<file path="src/rtl/cordic_arbiter_pkg.sv">
// Shared CORDIC control definitions: arbiter state encoding, requester
// indices and the index width used for the CORDIC mux select.
package cordic_arbiter_pkg;

    localparam int IDX_W = 3;

    typedef enum logic [1:0] {
        IDLE  = 2'd0,
        GRANT = 2'd1,
        FLUSH = 2'd2
    } state_t;

    localparam logic [IDX_W-1:0] GSO   = 3'd0;
    localparam logic [IDX_W-1:0] NORM  = 3'd1;
    localparam logic [IDX_W-1:0] UPDT  = 3'd2;
    localparam logic [IDX_W-1:0] EST   = 3'd3;
    localparam logic [IDX_W-1:0] CONV  = 3'd4;
    localparam logic [IDX_W-1:0] THETA = 3'd5;

endpackage

</file>
<file path="src/rtl/cordic_arbiter_if.sv">
// Request/grant bundle between the CORDIC requesters and the arbiter.
interface cordic_arbiter_if
    import cordic_arbiter_pkg::*;
#(
    parameter int NUM_REQ = 6
) ();

    logic [NUM_REQ-1:0] req;
    logic               err_clr;
    logic [NUM_REQ-1:0] gnt;
    logic [IDX_W-1:0]   block;
    logic               mux_en;
    logic               busy;
    logic               timeout_err;
    logic [IDX_W-1:0]   err_id;

    modport master (
        output req, err_clr,
        input  gnt, block, mux_en, busy, timeout_err, err_id
    );

    modport slave (
        input  req, err_clr,
        output gnt, block, mux_en, busy, timeout_err, err_id
    );

endinterface

</file>
<file path="src/rtl/cordic_arbiter_rr_pick.sv">
// Combinational round-robin picker: first set mask bit at or after ptr,
// wrapping modulo NUM_REQ.
module rr_pick
    import cordic_arbiter_pkg::*;
#(
    parameter int NUM_REQ = 6
) (
    input  logic [NUM_REQ-1:0] mask,
    input  logic [IDX_W-1:0]   ptr,
    output logic [IDX_W-1:0]   idx,
    output logic               valid
);

    int pos;

    always_comb begin
        idx   = '0;
        valid = 1'b0;
        pos   = 0;
        for (int i = 0; i < NUM_REQ; i++) begin
            pos = (int'(ptr) + i) % NUM_REQ;
            if (!valid && mask[pos[IDX_W-1:0]]) begin
                valid = 1'b1;
                idx   = pos[IDX_W-1:0];
            end
        end
    end

endmodule

</file>
<file path="src/rtl/cordic_arbiter.sv">
// Round-robin owner arbiter for the shared CORDIC core, with a post-release
// flush window and a tenure watchdog that masks runaway requesters.
module cordic_arbiter
    import cordic_arbiter_pkg::*;
#(
    parameter int NUM_REQ        = 6,
    parameter int FLUSH_CYCLES   = 2,
    parameter int TIMEOUT_CYCLES = 1024
) (
    input  logic             clk,
    input  logic             nrst,
    cordic_arbiter_if.slave  bus
);

    localparam logic [IDX_W-1:0] LAST_IDX   = IDX_W'(NUM_REQ - 1);
    localparam logic [15:0]      TENURE_MAX = 16'(TIMEOUT_CYCLES - 1);
    localparam logic [3:0]       FLUSH_LAST = 4'(FLUSH_CYCLES - 1);

    state_t             state;
    logic [IDX_W-1:0]   last_owner;
    logic [IDX_W-1:0]   ptr;
    logic [IDX_W-1:0]   pick_idx;
    logic               pick_valid;
    logic [15:0]        tenure;
    logic [3:0]         flush_cnt;
    logic [NUM_REQ-1:0] mask;
    logic [NUM_REQ-1:0] eligible;
    logic [NUM_REQ-1:0] gnt;
    logic [IDX_W-1:0]   block;
    logic               mux_en;
    logic               busy;
    logic               timeout_err;
    logic [IDX_W-1:0]   err_id;
    logic               owner_req;
    logic               timeout;

    assign ptr       = (last_owner == LAST_IDX) ? '0 : last_owner + 1'b1;
    assign eligible  = bus.req & ~mask;
    assign owner_req = bus.req[block];
    assign timeout   = (state == GRANT) && owner_req && (tenure == TENURE_MAX);

    rr_pick #(.NUM_REQ(NUM_REQ)) u_pick (
        .mask  (eligible),
        .ptr   (ptr),
        .idx   (pick_idx),
        .valid (pick_valid)
    );

    always_ff @(posedge clk or negedge nrst) begin
        if (!nrst) begin
            state       <= IDLE;
            last_owner  <= LAST_IDX;
            tenure      <= '0;
            flush_cnt   <= '0;
            mask        <= '0;
            gnt         <= '0;
            block       <= '0;
            mux_en      <= 1'b0;
            busy        <= 1'b0;
            timeout_err <= 1'b0;
            err_id      <= '0;
        end else begin
            // A mask bit survives only while its request stays high; a timeout sets it.
            mask <= (mask & bus.req) | (timeout ? (NUM_REQ'(1) << block) : '0);

            if (timeout) begin
                timeout_err <= 1'b1;
                err_id      <= block;
            end else if (bus.err_clr) begin
                timeout_err <= 1'b0;
            end

            case (state)
                IDLE: begin
                    if (pick_valid) begin
                        state      <= GRANT;
                        gnt        <= NUM_REQ'(1) << pick_idx;
                        block      <= pick_idx;
                        mux_en     <= 1'b1;
                        busy       <= 1'b1;
                        tenure     <= '0;
                        last_owner <= pick_idx;
                    end
                end
                GRANT: begin
                    if (!owner_req || timeout) begin
                        state     <= FLUSH;
                        gnt       <= '0;
                        mux_en    <= 1'b0;
                        flush_cnt <= '0;
                    end else begin
                        tenure <= tenure + 1'b1;
                    end
                end
                FLUSH: begin
                    if (flush_cnt == FLUSH_LAST) begin
                        state <= IDLE;
                        busy  <= 1'b0;
                    end else begin
                        flush_cnt <= flush_cnt + 1'b1;
                    end
                end
                default: state <= IDLE;
            endcase
        end
    end

    assign bus.gnt         = gnt;
    assign bus.block       = block;
    assign bus.mux_en      = mux_en;
    assign bus.busy        = busy;
    assign bus.timeout_err = timeout_err;
    assign bus.err_id      = err_id;

endmodule

</file>
<file path="src/flat_wrapper.sv">
// flat-port wrapper written by rule: the top's interface ports become plain ports
module cordic_arbiter_flat import cordic_arbiter_pkg::*;
#(
    parameter int NUM_REQ        = 6,
    parameter int FLUSH_CYCLES   = 2,
    parameter int TIMEOUT_CYCLES = 1024
)
  (clk, nrst, bus_req, bus_err_clr, bus_gnt, bus_block, bus_mux_en, bus_busy, bus_timeout_err, bus_err_id);
  cordic_arbiter_if #(.NUM_REQ(NUM_REQ)) bus_i ();
  input  logic clk;
  input  logic nrst;
  input wire logic [$bits(bus_i.req)-1:0] bus_req;
  input wire logic [$bits(bus_i.err_clr)-1:0] bus_err_clr;
  output wire logic [$bits(bus_i.gnt)-1:0] bus_gnt;
  output wire logic [$bits(bus_i.block)-1:0] bus_block;
  output wire logic [$bits(bus_i.mux_en)-1:0] bus_mux_en;
  output wire logic [$bits(bus_i.busy)-1:0] bus_busy;
  output wire logic [$bits(bus_i.timeout_err)-1:0] bus_timeout_err;
  output wire logic [$bits(bus_i.err_id)-1:0] bus_err_id;
  assign bus_i.req = bus_req;
  assign bus_i.err_clr = bus_err_clr;
  assign bus_gnt = bus_i.gnt;
  assign bus_block = bus_i.block;
  assign bus_mux_en = bus_i.mux_en;
  assign bus_busy = bus_i.busy;
  assign bus_timeout_err = bus_i.timeout_err;
  assign bus_err_id = bus_i.err_id;
  cordic_arbiter #(.NUM_REQ(NUM_REQ), .FLUSH_CYCLES(FLUSH_CYCLES), .TIMEOUT_CYCLES(TIMEOUT_CYCLES)) u_core (.clk(clk), .nrst(nrst), .bus(bus_i));
endmodule
</file>
<file path="config.mk">
export PLATFORM = sky130hd
export DESIGN_NAME = cordic_arbiter_flat
export DESIGN_NICKNAME = d
export VERILOG_FILES = /design/src/rtl/cordic_arbiter_pkg.sv /design/src/rtl/cordic_arbiter_if.sv /design/src/rtl/cordic_arbiter_rr_pick.sv /design/src/rtl/cordic_arbiter.sv /design/src/flat_wrapper.sv
export SDC_FILE = /design/constraint.sdc
export NUM_CORES = 1
export LEC_CHECK = 0
export BUFFER_PORTS_ARGS = -buffer_cell sky130_fd_sc_hd__buf_2
export CAP_MARGIN = 0
export CORE_MARGIN = 1
export CORE_UTILIZATION = 30
export DETAILED_ROUTE_END_ITERATION = 12
export GPL_TIMING_DRIVEN = 0
export PLACE_DENSITY = 0.48
export SYNTH_ARGS = -nofsm -noshare
export SYNTH_HDL_FRONTEND = slang
export SYNTH_SLANG_ARGS = --single-unit
</file>
<file path="constraint.sdc">
create_clock -name clk -period 3.74 [get_ports clk]
set_input_delay 0.374 -clock clk [delete_from_list [all_inputs] [get_ports clk]]
set_output_delay 0.374 -clock clk [all_outputs]
set_load 0.05 [all_outputs]
</file>
==> reports/metrics.yaml <==
tns_ns: 0
track_usage_pct: 15.9
rows: 37
max_freq_mhz: 271
wl_per_cell_um: 15.9
crit_chain: "buf_8, nand2b_4, mux2_4, inv_4, ha_4, clkbuf_8, mux4_2, nor2_4, or3_4, or4b_4, buf_6, or2_4, nand2_4, mux2_4"
totalWireLength_um: 8720
critPathRequiredTime_ns: 3.92
worstSkewPairLatency_ns: 0.30
detailed_place_hpwl_um: 6160
coreArea_um2: 10400
yosys-top-cells-area: "dfrtp_1 (33%), o21ai_0 (5.4%), ha_1 (5.0%), a21oi_1 (3.2%), mux2_2 (3.1%)"
drive_gt1_share_pct: 31.1
fp.dieW_um: 106
cts_buffers: 5
cp-end-kind: "flip-flop"
clockBufferDepth: 2
r2r_cells: 14
die_area_um2: 11300
rr_startpoint: "u_core.last_owner[0]$_DFFE_PN1P_"
ant_nets: 0
cp-start-kind: "flip-flop"
num_io_pins: 24
die_h_um: 106
clock_sinks: 45
synthArstFlopShare_pct: 100
grt-ovfl-total: 0
synthFlopType: "dfrtp_1"
syn_inst: 361
cp.arrival_ns: 3.87
cp-startpoint: "u_core.last_owner[0]$_DFFE_PN1P_"
vias_per_cell: 5.49
netlist.top_cell.by_area: "dfrtp_1"
finalSetupViolations: 0
synthesis.nets: 383
yosysTopAreaCellShare_pct: 33.1
num_antenna_cells: 0
rsz0062_at_grt: "true"
stdcell_count: 547
nets: 432
grt_max_degree: 46
dr.pass1.iters: 4
clkTransAtPathRegs_ns: 0.09
crit_fanout: 5
cpMaxStageDelayCell: "or4b_4"
crit_type: "flip-flop to flip-flop"
design_area_um2: 4100
min_path_type: "input pin to async pin"
fin_skew_ns: 0.0105
final.period_utilization_pct: 98.6
tritoncts: "done"
post-place-cells: 520
synth-seq-cells: 45
whs_ns: 0.261
grt_pass1_wl_um: 14300
fin_crit_ns: 3.69
slew_violations: 0
grt_pass1_vias: 2909
ys_seq_area_share_pct: 34.7
outcome: "finished, final reports clean"
gp_congestion: 0.840
start_util_pct: 31.3
crit_top_cell: "mux2_4"
htreeDepth: 2
syn-mean-instance-area_um2: 9.02
synth_area_um2: 3260
post-route-drc-count: 0
r2r_slack_ns: 0.05
synth.yosys.warnings: 0
syn2layout_area_growth_pct: 26.0
slew_headroom_pct: 27.1
post_dp_cell_area_um2: 3600
num_vias: 3002
cap_violations: 0
cts_root_buf: "clkbuf_8"
drtIter0Drc: 119
ys_types: 69
crit_path_max_incr_delay_ns: 0.59
antenna_found_initial: 0
r2r_end: "u_core.bus.block[2]$_DFFE_PN0P_"
synth-edff-count: 0
worst_slew_pin_slew_ns: 1.09
hold_viol: 0
port_buffers: 23
critical path, delay by kind of cell (launching register included):
family	cells	cell delay (ns)
mux	3	0.87
flops	1	0.56
fa+ha+maj	1	0.19
simple gates	6	1.42
buf+inv	4	0.50
layer usage:
layer,part of all wire [%],track usage [%],up-vias
li1,-,-,1452
met2,49,28.1,55
met5,0,0,-
met4,3.2,7.44,0
met3,2.1,1.84,21
met1,46,19.3,1474
kinds of logic after synthesis:
logic type	share of synthesized area [%]
multiplexers	6.42
buffers and inverters	5.96
AO/OA/AOI/OAI	25.8
adder cells (fa/ha/maj)	5.00
flip-flops	34.7
XOR/XNOR	1.08
AND/OR/NAND/NOR	21.1
stage by stage:
stage | util [%] | setup WS [ns]
4_1_cts | 37.8 | -0.0181
5_1_grt | 39.4 | -0.0303
3_5_place_dp | 34.5 | -0.640
3_3_place_gp | 34.5 | -0.620
2_1_floorplan | - | 0.00437
6_report | 39.4 | 0.0537
worst max path at each step:
stage / end / cells after the start
after floorplan: u_core.bus.gnt[2]$_DFFE_PN0P_ / 16
after global placement: u_core.last_owner[2]$_DFFE_PN1P_ / 14
after detailed placement: u_core.bus.block[2]$_DFFE_PN0P_ / 14
after CTS: u_core.tenure[15]$_DFFE_PN0P_ / 16
after global routing: u_core.tenure[1]$_DFFE_PN0P_ / 16
final: u_core.bus.block[2]$_DFFE_PN0P_ / 14
sequential cells by signal (all words and copies together) (netlist names):
register / count
u_core.bus.busy: 1
u_core.bus.err_id: 3
u_core.tenure: 16
u_core.bus.block: 3
u_core.bus.timeout_err: 1
u_core.bus.gnt: 6
u_core.state: 2
u_core.flush_cnt: 4
u_core.last_owner: 2
u_core.bus.mux_en: 1
u_core.mask: 6
cell type report:
type	instances	area, µm²
repair buffers	45	304
clock inverters	1	30.0
multi-input cells	276	2170
fillers	1071	6310
flip-flops and latches	45	1130
inverters	24	92.6
well taps	136	170
plain buffers	13	124
clock buffers	7	86.3
cell usage after synthesis (4+ instances only):
library cell / number
or2_2: 4
mux2i_1: 4
clkbuf_1: 4
o31ai_1: 5
nand3_1: 11
nand2b_1: 9
inv_1: 24
or3_1: 16
o22ai_1: 5
nor3_1: 6
nand2_1: 26
nor3b_1: 8
dfrtp_1: 43
o21ai_0: 35
a32o_1: 4
a21oi_2: 5
a21oi_1: 21
buf_4: 4
mux2_2: 9
a31oi_1: 7
buf_2: 5
nor2_1: 13
ha_1: 13
o211ai_1: 4
cell usage in the layout (no fill, tap or decap), types with 6 or more instances in the layout:
cell       n
buf_4     20
dfrtp_1   43
nor3_1     6
o21ai_0   26
nor3b_1    8
buf_6      7
nand3_1   10
buf_2     23
nand2b_1   8
nand2_1   24
a21oi_2    7
inv_1     22
o21ai_2    6
or3_1     14
clkbuf_8   7
a31oi_1    7
a21oi_1   18
ha_1       9
nor2_1    11
repair_timing:
item                                    in CTS  in global routing
buffers inserted                            13                  9
gates cloned                                 0                  0
pin swaps                                    5                 13
resized for setup                           28                 39
hold buffers                                 0                  0
endpoints found under the setup margin      31                 31
Power is left out: the tool's default activity adds up to more than one toggle a clock period on the data nets, which glitch-free logic cannot reach.
